<file path="src/rtl/edge_event_detector_pkg.sv">
// Shared definitions for the edge event detector: detect-mode encodings,
// legal parameter ranges and small helpers used by the channel logic.
package edge_pkg;

  typedef enum logic [1:0] {
    MODE_OFF  = 2'b00,
    MODE_RISE = 2'b01,
    MODE_FALL = 2'b10,
    MODE_BOTH = 2'b11
  } edge_mode_e;

  localparam int WIDTH_MIN = 1;
  localparam int WIDTH_MAX = 32;
  localparam int SYNC_MIN  = 2;
  localparam int SYNC_MAX  = 4;
  localparam int DEB_MIN   = 1;
  localparam int DEB_MAX   = 65535;

  // A level change qualifies as an event when the mode asks for that direction.
  function automatic logic edge_qualifies(input logic [1:0] mode, input logic new_level);
    case (edge_mode_e'(mode))
      MODE_RISE: return new_level;
      MODE_FALL: return !new_level;
      MODE_BOTH: return 1'b1;
      default:   return 1'b0;
    endcase
  endfunction

  // Debounce counter width; a single bit is kept even when no filtering is done.
  function automatic int cnt_width(input int cycles);
    return (cycles > 1) ? $clog2(cycles) : 1;
  endfunction

endpackage

</file>
<file path="src/rtl/edge_event_detector_channel.sv">
// One input channel: synchroniser chain, debounce filter, edge qualification
// against the per-channel mode, and the sticky pending flag.
module edge_channel
  import edge_pkg::*;
#(
  parameter int SYNC_STAGES     = 2,
  parameter int DEBOUNCE_CYCLES = 1
) (
  input  logic       clk,
  input  logic       rst,
  input  logic       signal_in,
  input  logic [1:0] mode,
  input  logic       clr,
  output logic       level,
  output logic       edge_pulse,
  output logic       pending
);

  localparam int CNT_W = cnt_width(DEBOUNCE_CYCLES);
  localparam logic [CNT_W-1:0] CNT_LAST = CNT_W'(DEBOUNCE_CYCLES - 1);

  logic [SYNC_STAGES-1:0] sync_p0;
  logic                   s_p1;
  logic [CNT_W-1:0]       cnt_p1;
  logic                   update;
  logic                   qualified;

  assign s_p1 = sync_p0[SYNC_STAGES-1];

  // Level is accepted once the synced value has differed for the full window.
  assign update    = (s_p1 != level) && (cnt_p1 == CNT_LAST);
  assign qualified = update && edge_qualifies(mode, s_p1);

  // Stage 0: metastability chain, bit 0 samples the raw asynchronous input.
  always_ff @(posedge clk or negedge rst) begin
    if (!rst) begin
      sync_p0 <= '0;
    end else begin
      sync_p0 <= {sync_p0[SYNC_STAGES-2:0], signal_in};
    end
  end

  // Stage 1: debounce counter and accepted level; pulse marks a qualified update.
  always_ff @(posedge clk or negedge rst) begin
    if (!rst) begin
      cnt_p1     <= '0;
      level      <= 1'b0;
      edge_pulse <= 1'b0;
    end else begin
      edge_pulse <= qualified;
      if (s_p1 == level) begin
        cnt_p1 <= '0;
      end else if (update) begin
        cnt_p1 <= '0;
        level  <= s_p1;
      end else begin
        cnt_p1 <= cnt_p1 + CNT_W'(1);
      end
    end
  end

  // Sticky flag: a new event outranks a clear arriving on the same edge.
  always_ff @(posedge clk or negedge rst) begin
    if (!rst) begin
      pending <= 1'b0;
    end else begin
      pending <= qualified | (pending & ~clr);
    end
  end

endmodule

</file>
<file path="src/rtl/edge_event_detector.sv">
// Multi-channel edge event detector: WIDTH independent channels, each with its
// own mode, pending flag and interrupt enable, merged into a single irq.
module edge_event_detector
  import edge_pkg::*;
#(
  parameter int WIDTH           = 1,
  parameter int SYNC_STAGES     = 2,
  parameter int DEBOUNCE_CYCLES = 1
) (
  input  logic               clk,
  input  logic               rst,
  input  logic [WIDTH-1:0]   signal_in,
  input  logic [2*WIDTH-1:0] mode,
  input  logic [WIDTH-1:0]   clr,
  input  logic [WIDTH-1:0]   irq_en,
  output logic [WIDTH-1:0]   level,
  output logic [WIDTH-1:0]   edge_pulse,
  output logic [WIDTH-1:0]   pending,
  output logic               irq
);

  if (WIDTH < WIDTH_MIN || WIDTH > WIDTH_MAX ||
      SYNC_STAGES < SYNC_MIN || SYNC_STAGES > SYNC_MAX ||
      DEBOUNCE_CYCLES < DEB_MIN || DEBOUNCE_CYCLES > DEB_MAX) begin : g_param_check
    $error("edge_event_detector: parameter out of range");
  end

  for (genvar i = 0; i < WIDTH; i++) begin : g_chan
    edge_channel #(
      .SYNC_STAGES     (SYNC_STAGES),
      .DEBOUNCE_CYCLES (DEBOUNCE_CYCLES)
    ) u_chan (
      .clk        (clk),
      .rst        (rst),
      .signal_in  (signal_in[i]),
      .mode       (mode[2*i +: 2]),
      .clr        (clr[i]),
      .level      (level[i]),
      .edge_pulse (edge_pulse[i]),
      .pending    (pending[i])
    );
  end

  // Stage 2: registered interrupt from enabled pending flags.
  always_ff @(posedge clk or negedge rst) begin
    if (!rst) begin
      irq <= 1'b0;
    end else begin
      irq <= |(pending & irq_en);
    end
  end

endmodule

</file>
<file path="config.mk">
export PLATFORM = sky130hd
export DESIGN_NAME = edge_event_detector
export DESIGN_NICKNAME = d
export VERILOG_FILES = /design/src/rtl/edge_event_detector_pkg.sv /design/src/rtl/edge_event_detector_channel.sv /design/src/rtl/edge_event_detector.sv
export SDC_FILE = /design/constraint.sdc
export NUM_CORES = 1
export LEC_CHECK = 0
export CAP_MARGIN = 20
export CORE_AREA = 2 2 39 41
export DETAILED_ROUTE_END_ITERATION = 16
export DIE_AREA = 0 0 41 43
export PLACE_DENSITY_LB_ADDON = 0.25
export SKIP_LAST_GASP = 1
export SYNTH_ARGS = -nofsm -noshare
export SYNTH_HDL_FRONTEND = slang
export SYNTH_SLANG_ARGS = --single-unit
</file>
<file path="constraint.sdc">
create_clock -name clk -period 1.19 [get_ports clk]
set_input_delay 0.238 -clock clk [delete_from_list [all_inputs] [get_ports clk]]
set_output_delay 0.238 -clock clk [all_outputs]
set_load 0.005 [all_outputs]
</file>
Word-level counts from Yosys, hierarchy flattened

Index checks and enable logic that the tools add are counted.

Logic and storage cells: 25
Register bits after elaboration: 7

Mux-type cells: 3
Bitwise operators: 6
Add/sub/neg operators: 1
Eq/ne operators: 5
Reductions and logical operators: 4

Operators by type and width:

| kind                                          | count |
|---|---|
| == test 2 bit, second input constant          | 2 |
| NOT 1 bit                                     | 3 |
| one-hot mux 1 bit (3 select lines)            | 1 |
| bitwise AND 1 bit                             | 2 |
| == test 2 x 1 -> 1 bit, second input constant | 1 |
| logical AND 1 bit                             | 2 |
| two-way mux 1 bit                             | 2 |
| AND reduction 2 bit                           | 1 |
| adder 1 bit, second input constant            | 1 |
| == test 1 bit                                 | 1 |
| zero test 1 bit                               | 1 |
| inequality test 1 bit                         | 1 |
| OR 1 bit                                      | 1 |

Logic depth before layout (Yosys ltp)

Depth after elaboration: 4
Mapped depth: 2

By module

A second synthesis with hierarchy kept.

Cell total of the unflattened synthesis: 15
Area total of the unflattened synthesis: 237.7 um^2

Modules (own cells, without submodules):

| module              | sequential area each (um^2) | times used | area an instance (um^2) | cells each |
|---|---|---|---|---|
| edge_channel        | 150.1                       | 1          | 206.4                   | 13 |
| edge_event_detector | 25.0                        | 1          | 31.3                    | 2 |

Worst setup path before layout

No wires, ideal clock.

Path type: register -> register
Start point: reg g_chan[0].u_chan.level
End point: reg g_chan[0].u_chan.pending
Setup slack: 0.243 ns
Arrival: 0.823 ns
Stages on the path, launching flop included: 3
Period minus slack after synthesis: 0.947 ns
Setup time: 0.124 ns
Cells stage by stage: dfrtp_1 -> and4bb_2 -> a211o_1

Word-level cells in the longest chain between the ends: 4

RTL lines:

| element                  | line                              | RTL |
|---|---|---|
| start: declaration       | edge_event_detector_channel.sv:14 | `output logic level,` |
| start signal: assignment | edge_event_detector_channel.sv:55 | `level <= s_p1;` |
| inequality test 1 bit    | edge_event_detector_channel.sv:31 | `assign update = (s_p1 != level) && (cnt_p1 == CNT_LAST);` |
| logical AND 1 bit        | edge_event_detector_channel.sv:31 |  |
| logical AND 1 bit        | edge_event_detector_channel.sv:32 | `assign qualified = update && edge_qualifies(mode, s_p1);` |
| OR 1 bit                 | edge_event_detector_channel.sv:67 | `pending <= qualified \| (pending & ~clr);` |
| end signal: assignment   | edge_event_detector_channel.sv:67 |  |
| end: declaration         | edge_event_detector_channel.sv:16 | `output logic pending` |

No other way between the ends.
A chain may end at the register's enable or synchronous reset.

Worst setup path in the final report

Start point: reg g_chan[0].u_chan.pending
End point: out pending

RTL lines:

| element          | line                      | RTL |
|---|---|---|
| end: declaration | edge_event_detector.sv:18 | `output logic [WIDTH-1:0] pending,` |

No word-level cell between the ends.

==> impl_metrics.yaml <==
routing:
  wl_per_cell_um: 8.94
  drtAntennaViolNets: 0
  firstDrtPassIters: 1
  vias: 176
  routed_wl_um: 420
  drc_errors: 0
  drt_iter0_markers: 0
  via_per_inst: 3.74
logic_synthesis:
  synth-compound-area-share_pct: 3.65
  synthSimpleGateAreaFrac_pct: 15.6
  syn_inst: 15
  synth_fp_nets: 22
  yosys_most_used_dff: "dfrtp_1"
  synth_top_family_by_area: "simple AND/OR/NAND/NOR gates"
  yosysUniqueCellTypes: 9
  ys_async_sr_fraction_pct: 100
  synth_edf_count: 0
  ys_warn_count: 0
  yosys.cell_count.top_type: "dfrtp_1"
  yosys-top-cells-area: "dfrtp_1, and4bb_1, and4bb_2, mux2_2, a211o_1"
  synth_top_area_cell: "dfrtp_1"
  synth_top_area_share_pct: 72.9
  netlist_area_um2: 240
  synth-xor-area-share_pct: 0
  synth_mux_area_share_pct: 4.69
  synth-seq-area-share_pct: 72.9
  ys_ff_latch: 7
  avgSynthCellArea_um2: 16.0
  synthAdderAreaFrac_pct: 0
power_and_ir_drop:
  finalPower_uw: 537
  switching_share_pct: 19.7
  seq_power_share_pct: 48.8
  leakage_nw: 0.210
  power_density_nw_per_um2: 1340
  pwr-share-clk_pct: 38.6
  power_switching_uw: 106
  p_int_uw: 431
  p_comb_share_pct: 12.6
  ir_worst_vdd_mv: 0.579
sta:
  fin_crit_sh_pct: 93.6
  max_clock_freq_mhz: 898
  clock_skew_ps: 3.11
  tns_ps: 0
  final.min_clock_period_ps: 1110
  rsz0062_at_grt: "no"
  finalSetupViolCount: 0
  hold_viol: 0
  report.final.slew_viol_count: 0
setup_path:
  end_kind: "primary output"
  startpoint_type: "flip-flop"
  cp_max_fo: 2
  arrival_ps: 880
  crit_chain: "dlygate4sd2_1"
  cp_top_family: "flip-flops"
  worst-path-buf-inv: 1
  crit_slowest_cell: "dfrtp_1"
  max_stage_delay_ps: 370
  crit_required_ps: 950
  crit_type: "flip-flop to primary output"
clocking:
  tritoncts: "yes"
  clk_pin_slew_ps: 50
  cts_hold_buf: 0
  cts_inserted_buffers: 3
  clk-insertion-delay-late_ps: 250
  htree_levels: 1
  ctsLongestPathBuffers: 2
  clock_sinks: 7
  root_buffer: "clkbuf_4"
finish:
  multi_input_area_um2: 61.3
  n_fill_cell: 151
  area_growth_pct: 66.7
  nets: 39
  fin_cells: 47
  diodes: 0
  seqCellArea_um2: 175
  final_cell_area_um2: 400
  drive_above_1_share_pct: 22.6
grt:
  grt_pass1_wl_um: 710
  grtUsageTotal_pct: 6.88
  grt_overflow: 0
  antenna_found_initial: 0
  grt_pass1_vias: 172
  grt_max_degree: 8
run:
  cap_violations: 0
placement:
  placed_cells: 41
  io_buffers: 10
  place_area_um2: 360
  gp_congestion: 0.627
floorplan:
  dieWidth_um: 41
  fp.dieH_um: 43
  num_rows: 14
  initial_core_util_pct: 17.4
  pin_count: 11
  dieArea_um2: 1760
  coreArea_um2: 1380
worst_hold_path:
  hold_class: "primary input to async pin"
status:
  status: "complete, no violations"
==> worst register-to-register path, cell delays in order (launching register included) <==
cell and delay, ps:
dfrtp_1 370, buf_4 140, and4bb_2 220, a211o_1 220
==> final cells by class <==
type | count | area share (%)
clock buffers | 4 | 6.56
inverters | 1 | 0.938
multi-input cells | 7 | 15.3
flip-flops and latches | 7 | 43.8
well taps | 16 | 5.00
repair buffers | 12 | 28.4
==> cell families (layout without fill, tap and decap cells) <==
family,after synthesis,count (layout)
simple gates,4,4
compound gates,1,1
buf+inv,1,17
mux,1,1
other cells,1,1
flops,7,7
==> routing by layer <==
| metal | routed length, um | part of all wire [%] | global-route usage [%] |
|---|---|---|---|
| met2 | 259 | 62 | 10.0 |
| met1 | 112 | 27 | 5.94 |
| met3 | 49 | 12 | 7.85 |
| met5 | 0 | 0 | 0 |
| met4 | 0 | 0 | 2.00 |
==> layout by cell type (no fill, tap or decap) <==
| cell type | netlist | final |
|---|---|---|
| a211o_1 | 1 | 1 |
| and2_1 | 1 | 1 |
| inv_1 | 1 | 1 |
| dfrtp_1 | 7 | 7 |
| and4bb_1 | 1 | 1 |
| clkbuf_4 | 0 | 3 |
| or2_1 | 1 | 1 |
| dlygate4sd2_1 | 0 | 3 |
| conb_1 | 1 | 1 |
| and4bb_2 | 1 | 1 |
| clkdlybuf4s50_1 | 0 | 6 |
| mux2_2 | 1 | 1 |
| dlymetal6s2s_1 | 0 | 1 |
| buf_4 | 0 | 2 |
| clkbuf_1 | 0 | 1 |
==> state kept, by name, summed over array words and instances (netlist names) <==
register                  cells
g_chan.u_chan.sync_p0         2
g_chan.u_chan.level           1
irq                           1
g_chan.u_chan.cnt_p1          1
g_chan.u_chan.edge_pulse      1
g_chan.u_chan.pending         1
==> power groups by stage <==
stage	logic (mW)	registers [mW]	clock network (mW)
after CTS	0.0701	0.262	0.219
final	0.0678	0.262	0.207
after global placement	0.0634	0.268	0
after floorplan	0.0141	0.268	0
after global routing	0.0758	0.264	0.236
after detailed placement	0.0631	0.268	0
==> through the flow <==
| step | utilization (%) | hold WS (ps) | setup slack, ps |
|---|---|---|---|
| 5_1_grt | 28.9 | 266 | 35.9 |
| 6_report | 28.9 | 246 | 75.8 |
| 3_3_place_gp | 26.0 | 338 | -15.9 |
| 4_1_cts | 28.8 | 257 | -145 |
| 2_1_floorplan | - | -57.6 | 243 |
| 3_5_place_dp | 26.0 | 344 | -24.6 |
==> final timing paths <==
| check | start | end | slack [ps] | cells past startpoint |
|---|---|---|---|---|
| min in group clk | g_chan[0].u_chan.sync_p0[0] | g_chan[0].u_chan.sync_p0[1] | 350 | 0 |
| setup / recovery | g_chan[0].u_chan.pending | pending | 80 | 1 |
| hold / removal | rst | g_chan[0].u_chan.edge_pulse | 250 | 1 |
| setup reg to reg | g_chan[0].u_chan.level | g_chan[0].u_chan.pending | 120 | 3 |
| max in group asynchronous | rst | g_chan[0].u_chan.sync_p0[0] | 710 | 1 |
| hold reg to reg | g_chan[0].u_chan.sync_p0[0] | g_chan[0].u_chan.sync_p0[1] | 350 | 0 |
==> timing repair <==
action	CTS	global route
gates resized for setup	3	1
buffers inserted	2	0
gates cloned	0	0
endpoints found under the setup margin	4	1
hold endpoints to repair	0	0
Note: power is estimated with default switching activity, not from simulation.
